## src/rtl/mips_pkg.sv

```systemverilog
// Shared encodings for the multicycle MIPS control unit: opcodes, functs, ALU ops, FSM states.
// The JR state exists only when MIPS_CTRL_JR_EN is defined.
package mips_pkg;

    localparam logic [5:0] OP_RTYPE = 6'h00;
    localparam logic [5:0] OP_J     = 6'h02;
    localparam logic [5:0] OP_BEQ   = 6'h04;
    localparam logic [5:0] OP_ADDI  = 6'h08;
    localparam logic [5:0] OP_LW    = 6'h23;
    localparam logic [5:0] OP_SW    = 6'h2B;

    localparam logic [5:0] FN_JR  = 6'h08;
    localparam logic [5:0] FN_ADD = 6'h20;
    localparam logic [5:0] FN_SUB = 6'h22;
    localparam logic [5:0] FN_AND = 6'h24;
    localparam logic [5:0] FN_OR  = 6'h25;
    localparam logic [5:0] FN_SLT = 6'h2A;

    localparam logic [2:0] ALU_ADD = 3'b000;
    localparam logic [2:0] ALU_SUB = 3'b001;
    localparam logic [2:0] ALU_AND = 3'b010;
    localparam logic [2:0] ALU_OR  = 3'b011;
    localparam logic [2:0] ALU_SLT = 3'b100;

    typedef enum logic [3:0] {
        S_IDLE     = 4'd0,
        S_FETCH    = 4'd1,
        S_DECODE   = 4'd2,
        S_MEMADR   = 4'd3,
        S_MEMRD    = 4'd4,
        S_MEMWB    = 4'd5,
        S_MEMWR    = 4'd6,
        S_RTYPE_EX = 4'd7,
        S_RTYPE_WB = 4'd8,
        S_ADDI_EX  = 4'd9,
        S_ADDI_WB  = 4'd10,
        S_BRANCH   = 4'd11,
        S_JUMP     = 4'd12,
`ifdef MIPS_CTRL_JR_EN
        S_JR       = 4'd13,
`endif
        S_TRAP     = 4'd14
    } state_t;

endpackage

```

## src/rtl/mips_alu_decode.sv

```systemverilog
// Combinational funct decode for R-type instructions: ALU operation, valid flag and jr detect.
module mips_alu_decode
    import mips_pkg::*;
(
    input  logic [5:0] funct,
    output logic [2:0] alu_op,
    output logic       valid,
    output logic       is_jr
);

    always_comb begin
        alu_op = ALU_ADD;
        valid  = 1'b1;
        case (funct)
            FN_ADD:  alu_op = ALU_ADD;
            FN_SUB:  alu_op = ALU_SUB;
            FN_AND:  alu_op = ALU_AND;
            FN_OR:   alu_op = ALU_OR;
            FN_SLT:  alu_op = ALU_SLT;
            default: valid  = 1'b0;
        endcase
    end

    assign is_jr = (funct == FN_JR);

endmodule

```

## src/rtl/mips_ctrl_fsm.sv

```systemverilog
// Multicycle MIPS control FSM with memory ready handshake and sticky illegal-instruction trap.
// Build option MIPS_CTRL_JR_EN adds the JR state; without it funct 0x08 traps and jr stays 0.
module mips_ctrl_fsm
    import mips_pkg::*;
(
    input  logic       clk,
    input  logic       rst,
    input  logic [5:0] opcode,
    input  logic [5:0] funct,
    input  logic       zero,
    input  logic       mem_ready,
    output logic       pc_wr,
    output logic       ir_wr,
    output logic       reg_dst,
    output logic       reg_wr,
    output logic [2:0] alu_op,
    output logic       alusrc,
    output logic       mem_rd,
    output logic       mem_wr,
    output logic       mem2reg,
    output logic       branch,
    output logic       jump,
    output logic       jr,
    output logic       instr_done,
    output logic       illegal
);

    state_t     state;
    state_t     state_nx;
    logic [2:0] dec_op;
    logic       dec_valid;
    logic       dec_jr;
    logic [2:0] alu_op_q;
    logic       is_sw_q;

    // The branch decision on zero is taken in the datapath, not here.
    logic unused_zero;
    assign unused_zero = zero;

    mips_alu_decode u_alu_decode (
        .funct  (funct),
        .alu_op (dec_op),
        .valid  (dec_valid),
        .is_jr  (dec_jr)
    );

    // opcode/funct are only valid in DECODE and EX, so keep what later states need.
    always_ff @(posedge clk or posedge rst) begin
        if (rst) begin
            state    <= S_IDLE;
            alu_op_q <= ALU_ADD;
            is_sw_q  <= 1'b0;
        end else begin
            state <= state_nx;
            if (state == S_DECODE) is_sw_q <= (opcode == OP_SW);
            if (state == S_RTYPE_EX) alu_op_q <= dec_op;
        end
    end

    always_comb begin
        state_nx = state;
        case (state)
            S_IDLE:     state_nx = S_FETCH;
            S_FETCH:    if (mem_ready) state_nx = S_DECODE;
            S_DECODE: begin
                case (opcode)
                    OP_RTYPE: begin
                        if (dec_valid) state_nx = S_RTYPE_EX;
`ifdef MIPS_CTRL_JR_EN
                        else if (dec_jr) state_nx = S_JR;
`else
                        else if (dec_jr) state_nx = S_TRAP;
`endif
                        else state_nx = S_TRAP;
                    end
                    OP_LW, OP_SW: state_nx = S_MEMADR;
                    OP_BEQ:       state_nx = S_BRANCH;
                    OP_J:         state_nx = S_JUMP;
                    OP_ADDI:      state_nx = S_ADDI_EX;
                    default:      state_nx = S_TRAP;
                endcase
            end
            S_MEMADR:   state_nx = is_sw_q ? S_MEMWR : S_MEMRD;
            S_MEMRD:    if (mem_ready) state_nx = S_MEMWB;
            S_MEMWB:    state_nx = S_FETCH;
            S_MEMWR:    if (mem_ready) state_nx = S_FETCH;
            S_RTYPE_EX: state_nx = S_RTYPE_WB;
            S_RTYPE_WB: state_nx = S_FETCH;
            S_ADDI_EX:  state_nx = S_ADDI_WB;
            S_ADDI_WB:  state_nx = S_FETCH;
            S_BRANCH:   state_nx = S_FETCH;
            S_JUMP:     state_nx = S_FETCH;
`ifdef MIPS_CTRL_JR_EN
            S_JR:       state_nx = S_FETCH;
`endif
            S_TRAP:     state_nx = S_TRAP;
            default:    state_nx = S_IDLE;
        endcase
    end

    always_comb begin
        pc_wr      = 1'b0;
        ir_wr      = 1'b0;
        reg_dst    = 1'b0;
        reg_wr     = 1'b0;
        alu_op     = ALU_ADD;
        alusrc     = 1'b0;
        mem_rd     = 1'b0;
        mem_wr     = 1'b0;
        mem2reg    = 1'b0;
        branch     = 1'b0;
        jump       = 1'b0;
        jr         = 1'b0;
        instr_done = 1'b0;
        illegal    = 1'b0;
        case (state)
            S_FETCH: begin
                mem_rd = 1'b1;
                pc_wr  = mem_ready;
                ir_wr  = mem_ready;
            end
            S_MEMADR, S_ADDI_EX: alusrc = 1'b1;
            S_MEMRD: begin
                mem_rd = 1'b1;
                alusrc = 1'b1;
            end
            S_MEMWB: begin
                reg_wr     = 1'b1;
                reg_dst    = 1'b1;
                mem2reg    = 1'b1;
                instr_done = 1'b1;
            end
            S_MEMWR: begin
                mem_wr     = 1'b1;
                alusrc     = 1'b1;
                instr_done = mem_ready;
            end
            S_RTYPE_EX: alu_op = dec_op;
            S_RTYPE_WB: begin
                reg_wr     = 1'b1;
                alu_op     = alu_op_q;
                instr_done = 1'b1;
            end
            S_ADDI_WB: begin
                reg_wr     = 1'b1;
                reg_dst    = 1'b1;
                alusrc     = 1'b1;
                instr_done = 1'b1;
            end
            S_BRANCH: begin
                branch     = 1'b1;
                alu_op     = ALU_SUB;
                instr_done = 1'b1;
            end
            S_JUMP: begin
                jump       = 1'b1;
                instr_done = 1'b1;
            end
`ifdef MIPS_CTRL_JR_EN
            S_JR: begin
                jr         = 1'b1;
                instr_done = 1'b1;
            end
`endif
            S_TRAP:  illegal = 1'b1;
            default: ;
        endcase
    end

endmodule

```

## config.mk

```make
export PLATFORM = sky130hd
export DESIGN_NAME = mips_ctrl_fsm
export DESIGN_NICKNAME = d
export VERILOG_FILES = /design/src/rtl/mips_pkg.sv /design/src/rtl/mips_alu_decode.sv /design/src/rtl/mips_ctrl_fsm.sv
export SDC_FILE = /design/constraint.sdc
export NUM_CORES = 1
export LEC_CHECK = 0
export CAP_MARGIN = 20
export CELL_PAD_IN_SITES_DETAIL_PLACEMENT = 0
export CELL_PAD_IN_SITES_GLOBAL_PLACEMENT = 1
export CORE_ASPECT_RATIO = 1.2
export CORE_MARGIN = 2
export CORE_UTILIZATION = 32
export CTS_BUF_LIST = sky130_fd_sc_hd__clkbuf_16
export CTS_CLUSTER_DIAMETER = 120
export DETAILED_ROUTE_END_ITERATION = 12
export PLACE_DENSITY = 0.92
export SETUP_SLACK_MARGIN = 0.02
export SYNTH_ARGS = -nofsm -noshare
export SYNTH_HDL_FRONTEND = slang
export SYNTH_SLANG_ARGS = --single-unit
```

## constraint.sdc

```tcl
create_clock -name clk -period 2.72 [get_ports clk]
set_input_delay 0.408 -clock clk [delete_from_list [all_inputs] [get_ports clk]]
set_output_delay 0.408 -clock clk [all_outputs]
set_load 0.01 [all_outputs]
```

After elaboration in Yosys (flattened, before gate mapping)
Index checks and enable logic that the tools add are counted.
{ "word_totals": {"input_bits": 16, "latchBits": 0, "regBits": 8, "ram_bits": 0, "n_memories": 0, "rom_bits": 0, "wordCells": 61} }
{ "classes": {"n_mul": 0, "reduce_logical": 11, "order_cmp": 0, "n_eq_ne": 26, "add_sub_neg": 0, "n_bitwise": 0, "muxes": 21, "div": 0, "n_shift": 0} }
{ "op_table": {"columns": ["operator", "count"], "rows": [
  ["6-bit == test, second input constant", 7],
  ["4-bit one-hot mux with 9 select lines", 1],
  ["4-bit == test, second input constant", 6],
  ["4-bit one-hot mux with 5 select lines", 1],
  ["4-bit by 3-bit == test with 1-bit output, second input constant", 4],
  ["4-bit two-way mux", 4],
  ["5-bit OR reduction", 3],
  ["3-bit one-hot mux with 4 select lines", 1],
  ["1-bit two-way mux", 11],
  ["3-bit one-hot mux with 3 select lines", 1],
  ["4-bit by 2-bit == test with 1-bit output, second input constant", 2],
  ["6-bit by 2-bit == test with 1-bit output, second input constant", 1],
  ["6-bit by 3-bit == test with 1-bit output, second input constant", 1],
  ["6-bit by 4-bit == test with 1-bit output, second input constant", 1],
  ["6-bit zero test", 1],
  ["2-bit inequality test, second input constant", 3],
  ["2-bit OR reduction", 3],
  ["6-bit OR reduction", 1],
  ["4-bit by 1-bit == test with 1-bit output, second input constant", 1],
  ["4-bit zero test", 1],
  ["3-bit AND reduction", 1],
  ["3-bit OR reduction", 1],
  ["2-bit two-way mux", 1],
  ["1-bit one-hot mux with 2 select lines", 1]
]} }

Logic depth before layout (Yosys ltp)
Gate-level depths: netlist of run 1.
{ "logic_depth": {"ltp_word": 6, "ltp_mapped": 5, "depth_no_buf": 4} }

Cells and area by module
Synthesis of run 1 repeated with hierarchy kept, for this count alone.
{ "hier_totals": {"cells_unflattened": 103, "area_unflattened_um2": 839.6} }
{ "by_module_without_submodules": {"columns": ["module", "area_per_inst_um2", "seq_area_each_um2", "n_inst", "cells_each"], "rows": [
  ["mips_ctrl_fsm", 738.2, 200.2, 1, 89],
  ["mips_alu_decode", 101.3, 0.0, 1, 14]
]} }

Least setup slack after synthesis of run 1
Ideal clock, no wire load.
{ "synth_path": {"path_kind": "register to output", "start": "register state[1]", "end": "output port pc_wr", "path_slack_ns": 0.827, "path_stages_with_launch": 5, "t_arrival_ns": 1.485, "cell_sequence": "dfrtp_1 nand2b_1 clkbuf_1 nor4b_1 buf_4"} }
{ "synth_between": {"elab_chain_len": 2} }
{ "synth_rtl": {"columns": ["item", "line", "text"], "rows": [
  ["start: declaration", "mips_ctrl_fsm.sv:28", "state_t state;"],
  ["start signal: assignment", "mips_ctrl_fsm.sv:54", "state <= state_nx;"],
  ["4-bit by 1-bit == test with 1-bit output", null, null],
  ["1-bit two-way mux", null, null],
  ["end: declaration", "mips_ctrl_fsm.sv:12", "output logic pc_wr,"]
]} }
No other way between the ends.

Worst setup path in the final report of run 1
{ "layout_path": {"start": "input port funct[1]", "end": "output port alu_op[0]"} }
{ "layout_between": {"elab_chain_len": 3, "elab_cells_between_ends": 6, "classes_between": "eq/ne: 4; mux: 2"} }
{ "layout_rtl": {"columns": ["item", "line", "text"], "rows": [
  ["start: declaration", "mips_ctrl_fsm.sv:9", "input logic [5:0] funct,"],
  ["6-bit == test", "mips_alu_decode.sv:14", "case (funct)"],
  ["3-bit one-hot mux with 4 select lines (*)", "mips_alu_decode.sv:14", null],
  ["3-bit one-hot mux with 3 select lines (*)", "mips_ctrl_fsm.sv:116", "case (state)"],
  ["end: declaration", "mips_ctrl_fsm.sv:16", "output logic [2:0] alu_op,"]
]} }
Every way passes the cells marked *; elsewhere a longest branch is shown, timed or not.

==> metrics.md, run 1 <==
| Metric | Value |
|---|---|
| Run status | finished clean |
| Syn-to-layout area delta | 50.40% |
| Worst reg2reg path depth | 5 |
| Total global-route track usage | 15.20% |
| Hpwl dp | 1647 um |
| Start point of the critical path | funct[1] |
| Hold Vio Cnt, Final | 0 |
| Clk Latency, worst-skew pair | 230 ps |
| Flip-flop cell with the highest count after synthesis | dfrtp_1 |
| Clock net sink count | 8 |
| FF+latch count, synth | 8 |
| Maximum number of pins on one net before global-route repair | 18 |
| Sequence of cells on the critical path | clkdlybuf4s50_1 -> and3b_1 -> a21oi_1 -> nor4_1 -> a211o_1 -> clkdlybuf4s50_1 |
| DRC violations left | 0 |
| Number of max-slew violations in the final report | 0 |
| Unrepaired setup endpoints after global routing | no |
| Cell area after synthesis | 782.0 um2 |
| Register area share after synthesis | 25.60% |
| Final standard cell area without fillers | 1176 um2 |
| Iteration-0 DRC Markers | 19 |
| Worst hold path class | in -> async |
| Area share of the leading cell type in the synthesized netlist | 25.60% |
| Core area | 2306 um2 |
| Share of synthesized registers carrying an async set or reset | 100.0% |
| WS Path Type | in -> out |
| Clock H-tree levels | 1 |
| Warnings from Yosys | 0 |
| Die outline area | 2857 um2 |
| Distinct cell type count of the synthesized netlist | 42 |
| Tot Pwr | 1.077 mW |
| Type of origin of the critical path | input port |
| Critical path fanouts, max | 5 |
| Portion of the clock cycle consumed by the worst path in the final layout | 93.30% |
| Post-detailed-route wirelength per cell | 12.78 um |
| CTS clk-pin slew, worst paths | 40 ps |
| Measured slew at the worst slew-check pin | 496.9 ps |
| Initial Utilization | 33.91% |
| Number of buffer and inverter stages on the critical path | 2 |
| CP max stage delay | 530 ps |
| First-pass GRT wire length | 3408 um |
| Via count of the first global-routing pass | 841 |
| Number of gates resized after CTS | 0 |
| Initial antenna violation count | 0 |
| Total via count after detailed routing | 863 |
| Ant diodes | 0 |
| Setup slack of the critical path after layout | 182.1 ps |
| Leakage power of the design | 0.5066 nW |
| EDFF count, synth | 0 |
| Number of nets produced by synthesis | 117 |
| CTS buffer count | 3 |
| # setup viols final | 0 |
| Area contributors post-synth | dfrtp_1 26%, nand2b_1 6.4%, a21oi_1 4.5%, nand2_1 4.3%, nor2_1 3.4% |
| Origin of the critical flop-to-flop path | state[0] |
| Gate Count Post-Synth | 101 |
| Most common cell on crit path | clkdlybuf4s50_1 |
| Critical Path End Type | primary output |
| Drt via density | 5.360 |
| Synthesized area per cell | 7.743 um2 |
| F_max | 0.3940 GHz |
| DIE WIDTH | 49.13 um |
| Fraction of layout cells with a size suffix above 1 | 10.00% |
| Deepest clock path buffer count | 2 |
| Hold-fix buffer count after cts | 0 |
| Max IR drop VDD | 0.5004 mV |
| Sum Neg Setup Slack | 0 ps |
| CTS tree | done |
| Period minus WS final | 2538 ps |
| Post-layout net count | 148 |
| Routability congestion estimate | 0.7907 |
| Max-Cap Viols | 0 |
| P per Cell Area | 915.4 nW/um2 |
| Slowest library cell on the worst path | clkdlybuf4s50_1 |
| Number of placement rows | 19 |
| Die H | 58.15 um |
| Final ANT Viol Nets | 0 |
| Global-route congestion overflow total | 0 |
| Pre-CTS setup slack | 173.4 ps |
| Buffers added on ports | 29 |
| Required time worst endpoint | 2310 ps |
| Cell accounting for the most synthesized area | dfrtp_1 |
| DRT Wirelength | 2057 um |
| Critical path arrival | 2130 ps |
| Number of iterations in the first detailed-routing pass | 4 |
| Placed Area | 1101 um2 |
| Maximum clock skew at final layout | 1.014 ps |
| Library cell used as clock root buffer | clkbuf_16 |
| Crit-path leading delay family | buffers and inverters |
| WP depth | 6 |
| Post CTS Setup Buffer Count | 0 |
| Worst-case headroom to the max-slew limit | 66.57% |
| Ports placed on the boundary | 32 |
[kinds of logic (layout without fill, tap and decap cells)]
family,Yosys count,after routing,share of synthesized area [%]
simple gates,42,42,30.72
compound gates,30,30,27.84
buf+inv,15,44,9.440
flops,8,8,25.60
xor+xnor,3,3,3.361
mux,2,2,2.560
other cells,1,1,0.4795
[synth_stat cells (3+ instances only)]
cell      count
o21ai_1       3
nor3_1        5
clkbuf_1      3
a21o_1        3
a21oi_1       7
nor2_1        7
nand2b_1      8
nand2_1       9
dfrtp_1       8
inv_1         5
[cells in the final DEF, fill, tap and decap left out, types with 2 or more instances in the layout]
cell type,count
nor3_1,5
nand4_1,2
clkbuf_16,3
dfrtp_1,8
nor4_1,2
nand2b_1,8
nand2_1,9
mux2i_1,2
o21ai_1,3
o221ai_1,2
nor2_1,7
clkdlybuf4s50_1,29
inv_2,2
xnor2_1,2
nand3_1,2
a211o_1,2
buf_4,5
inv_1,5
o21ai_0,2
a21oi_1,7
a21o_1,3
[area by class of cell]
cell class,instances,area (um2)
clock buffer,3,75.07
fill,221,1130
inverter,7,26.28
multi-input combinational,78,508.0
sequential,8,200.2
tap,31,38.79
timing repair buffer,34,327.8
[worst register-to-register path: stages (launching register included)]
cell	delay (ps)
dfrtp_1	480
buf_4	210
or4b_4	510
a21oi_1	160
a311oi_1	60
a21oi_1	110
[metrics by stage]
stage / hold WS [ps] / utilization (%) / instances
finish: 451.9 / 51.00 / 161
global route: 491.2 / 51.00 / 161
CTS: 469.3 / 51.00 / 161
detailed placement: 467.2 / 47.75 / 158
global placement: 461.8 / 47.75 / 158
floorplan: 223.7 / - / 101
[sequential cells by signal (all words and copies together) (netlist names)]
register / flops
state: 4
alu_op_q: 3
is_sw_q: 1
[final timing paths]
path	end	slack, ps
worst max-delay path	alu_op[0]	180
worst min-delay path	alu_op_q[0]	450
worst max register to register	state[1]	1120
worst min register to register	alu_op_q[0]	470
max in group asynchronous	state[1]	2030
min in group clk	alu_op_q[0]	470
[report_power, final]
group	switching, mW	internal [mW]	total, mW
Clock	0.0556	0.189	0.245
Combinational	0.306	0.310	0.616
Sequential	0.0503	0.166	0.216
Total	0.412	0.665	1.08
[metal layers]
metal,routed length (um),GRT usage (%),vias up
met1,810,15.22,409
met3,60,1.546,4
li1,-,-,430
met5,0,0,-
met4,28,6.939,0
met2,1157,30.89,20
Note: power is estimated with default switching activity, not from simulation.
==> run 2, diff against run 1 <==
- CORE_MARGIN: 2 -> 4
- GPL_ROUTABILITY_DRIVEN: default -> 0
- TNS_END_PERCENT: default -> 1
==> run 2 against run 1 <==
Combinational power rose by 2%. Die area rose by 16%. Register-to-register slack improved by 20 ps. Clock skew rose by 2.6 ps. Critical path type unchanged. Core utilization rose by 0.27 points. Largest cell class unchanged. Clock power barely moved. Fmax rose by 2.9%. Clock-buffer cell count did not move. Worst hold slack got worse by 8.1 ps. First-iteration DRC count fell by 5.3%.
==> metrics.md, run 2 (synthesis gave the netlist of run 1 again) <==
| Metric | Value |
|---|---|
| Terminus of the critical flop-to-flop path | state[1] |
| Library cell used as clock root buffer | clkbuf_16 |
| Setup slack of the critical path after layout | 252.9 ps |
| Leakage power of the design | 0.5067 nW |
| Die outline area | 3302 um2 |
| Buffers added on ports | 29 |
| Ports placed on the boundary | 32 |
| Number of placement rows | 19 |
| CTS buffer count | 3 |
| Type of origin of the critical path | input port |
| Hold_ws | 443.8 ps |
| Filler Cells Inserted | 231 |
| Required time worst endpoint | 2310 ps |
| Cells after DPL | 158 |
| Sum Neg Setup Slack | 0 ps |
| DRT Wirelength | 2117 um |
| Post-layout net count | 148 |
| Hpwl dp | 1605 um |
| DRC violations left | 0 |
| Post-detailed-route wirelength per cell | 13.15 um |
| Unrepaired setup endpoints after global routing | no |
| Most common library cell in the layout ignoring fill and taps | clkdlybuf4s50_1 |
| P per Cell Area | 913.7 nW/um2 |
| Max IR drop VDD | 0.4912 mV |
| First-pass GRT wire length | 3553 um |
| Largest register FFs | 4 |
| CTS tree | done |
| Period minus WS final | 2467 ps |
| Hold-fix buffer count after cts | 0 |
| WS Path Type | in -> out |
| Tot Pwr | 1.080 mW |
| Clock H-tree levels | 1 |
| Run status | finished clean |
| Global-route congestion overflow total | 0 |
| Final standard cell count with taps included and fillers excluded | 161 |
| Origin of the critical flop-to-flop path | state[1] |
| Iteration-0 DRC Markers | 18 |
| Area of the multi-input gates | 514.2 um2 |
| Drt via density | 5.366 |
| # setup viols final | 0 |
| Worst reg2reg path depth | 5 |
| Initial Utilization | 33.91% |
| Maximum number of pins on one net before global-route repair | 18 |
| Die H | 62.15 um |
| Number of iterations in the first detailed-routing pass | 4 |
| Critical path fanouts, max | 5 |
| Max-Cap Viols | 0 |
| Top library cells by usage in the layout, fill and taps aside | 29 x clkdlybuf4s50_1, 9 x nand2_1, 8 x nand2b_1, 8 x dfrtp_1 |
| Initial antenna violation count | 0 |
| Setup slack on the worst flop-to-flop path | 1140 ps |
| Syn-to-layout area delta | 51.20% |
| Fraction of layout cells with a size suffix above 1 | 10.77% |
| Total via count after detailed routing | 864 |
| Hold Vio Cnt, Final | 0 |
| Top register by number of flip-flops | state |
| Critical path arrival | 2060 ps |
| Pre-CTS setup slack | 126.6 ps |
| Deepest clock path buffer count | 2 |
| Clk Latency, worst-skew pair | 230 ps |
| Maximum clock skew at final layout | 3.625 ps |
| Portion of the clock cycle consumed by the worst path in the final layout | 90.70% |
| Final ANT Viol Nets | 0 |
| Ant diodes | 0 |
| Via count of the first global-routing pass | 839 |
| Largest registers | state (4), alu_op_q (3), is_sw_q (1) |
| F_max | 0.4053 GHz |
| Total global-route track usage | 14.15% |
| Core area | 2306 um2 |
| DIE WIDTH | 53.13 um |
| Number of max-slew violations in the final report | 0 |
| Critical Path End Type | primary output |
| FF+latch area | 200.2 um2 |
| Clock net sink count | 8 |
| Start point of the critical path | funct[1] |
| Worst hold path class | in -> async |
| CTS clk-pin slew, worst paths | 40 ps |
[run 2: cell types whose count changed in the layout (fill, tap and decap cells not counted)]
cell | before | now
nor4_2 | 0 | 1
nor4_1 | 2 | 1
[run 2: critical path, cell delays in order]
cell	delay, ps
clkdlybuf4s50_1	470
and3b_1	240
a21oi_1	50
nor4_2	230
a211o_1	140
clkdlybuf4s50_1	530
[run 2: what timing repair did]
item | in CTS | in global routing
buffers inserted | 0 | 0
gates resized for setup | 0 | 1
setup endpoints to repair | 0 | 1
[run 2: routing by layer]
layer / share of wire (%) / vias to the layer above / track usage (%) / wire, um
li1: - / 431 / - / -
met1: 38 / 403 / 15.07 / 811
met2: 56 / 26 / 25.16 / 1175
met3: 4.8 / 4 / 2.632 / 101
met4: 1.3 / 0 / 7.348 / 28
met5: 0 / - / 0 / 0
[run 2: worst max-delay path by stage]
stage / to / depth (start not counted)
after floorplan: pc_wr / 4
final: alu_op[0] / 6
after global placement: alu_op[0] / 6
after global routing: pc_wr / 3
after detailed placement: alu_op[0] / 6
after CTS: alu_op[0] / 6
[run 2: per-stage QoR]
| stage | instance area (um2) | util, % |
|---|---|---|
| after floorplan | 782.0 | - |
| after global placement | 1101 | 47.75 |
| after detailed placement | 1101 | 47.75 |
| after CTS | 1176 | 51.00 |
| after global routing | 1182 | 51.28 |
| final | 1182 | 51.28 |
[run 2: report_power, final]
part	internal (mW)	total, mW	switching, mW	leakage, nW
clock	0.190	0.248	0.0585	0.0370
sequential	0.166	0.203	0.0375	0.105
combinational	0.310	0.629	0.318	0.365
[run 2: cell type report]
type,count,area share [%]
Tap cell,31,3.280
Multi-Input combinational cell,78,43.49
Timing Repair Buffer,34,27.72
Inverter,7,2.222
Clock buffer,3,6.349
Sequential cell,8,16.93
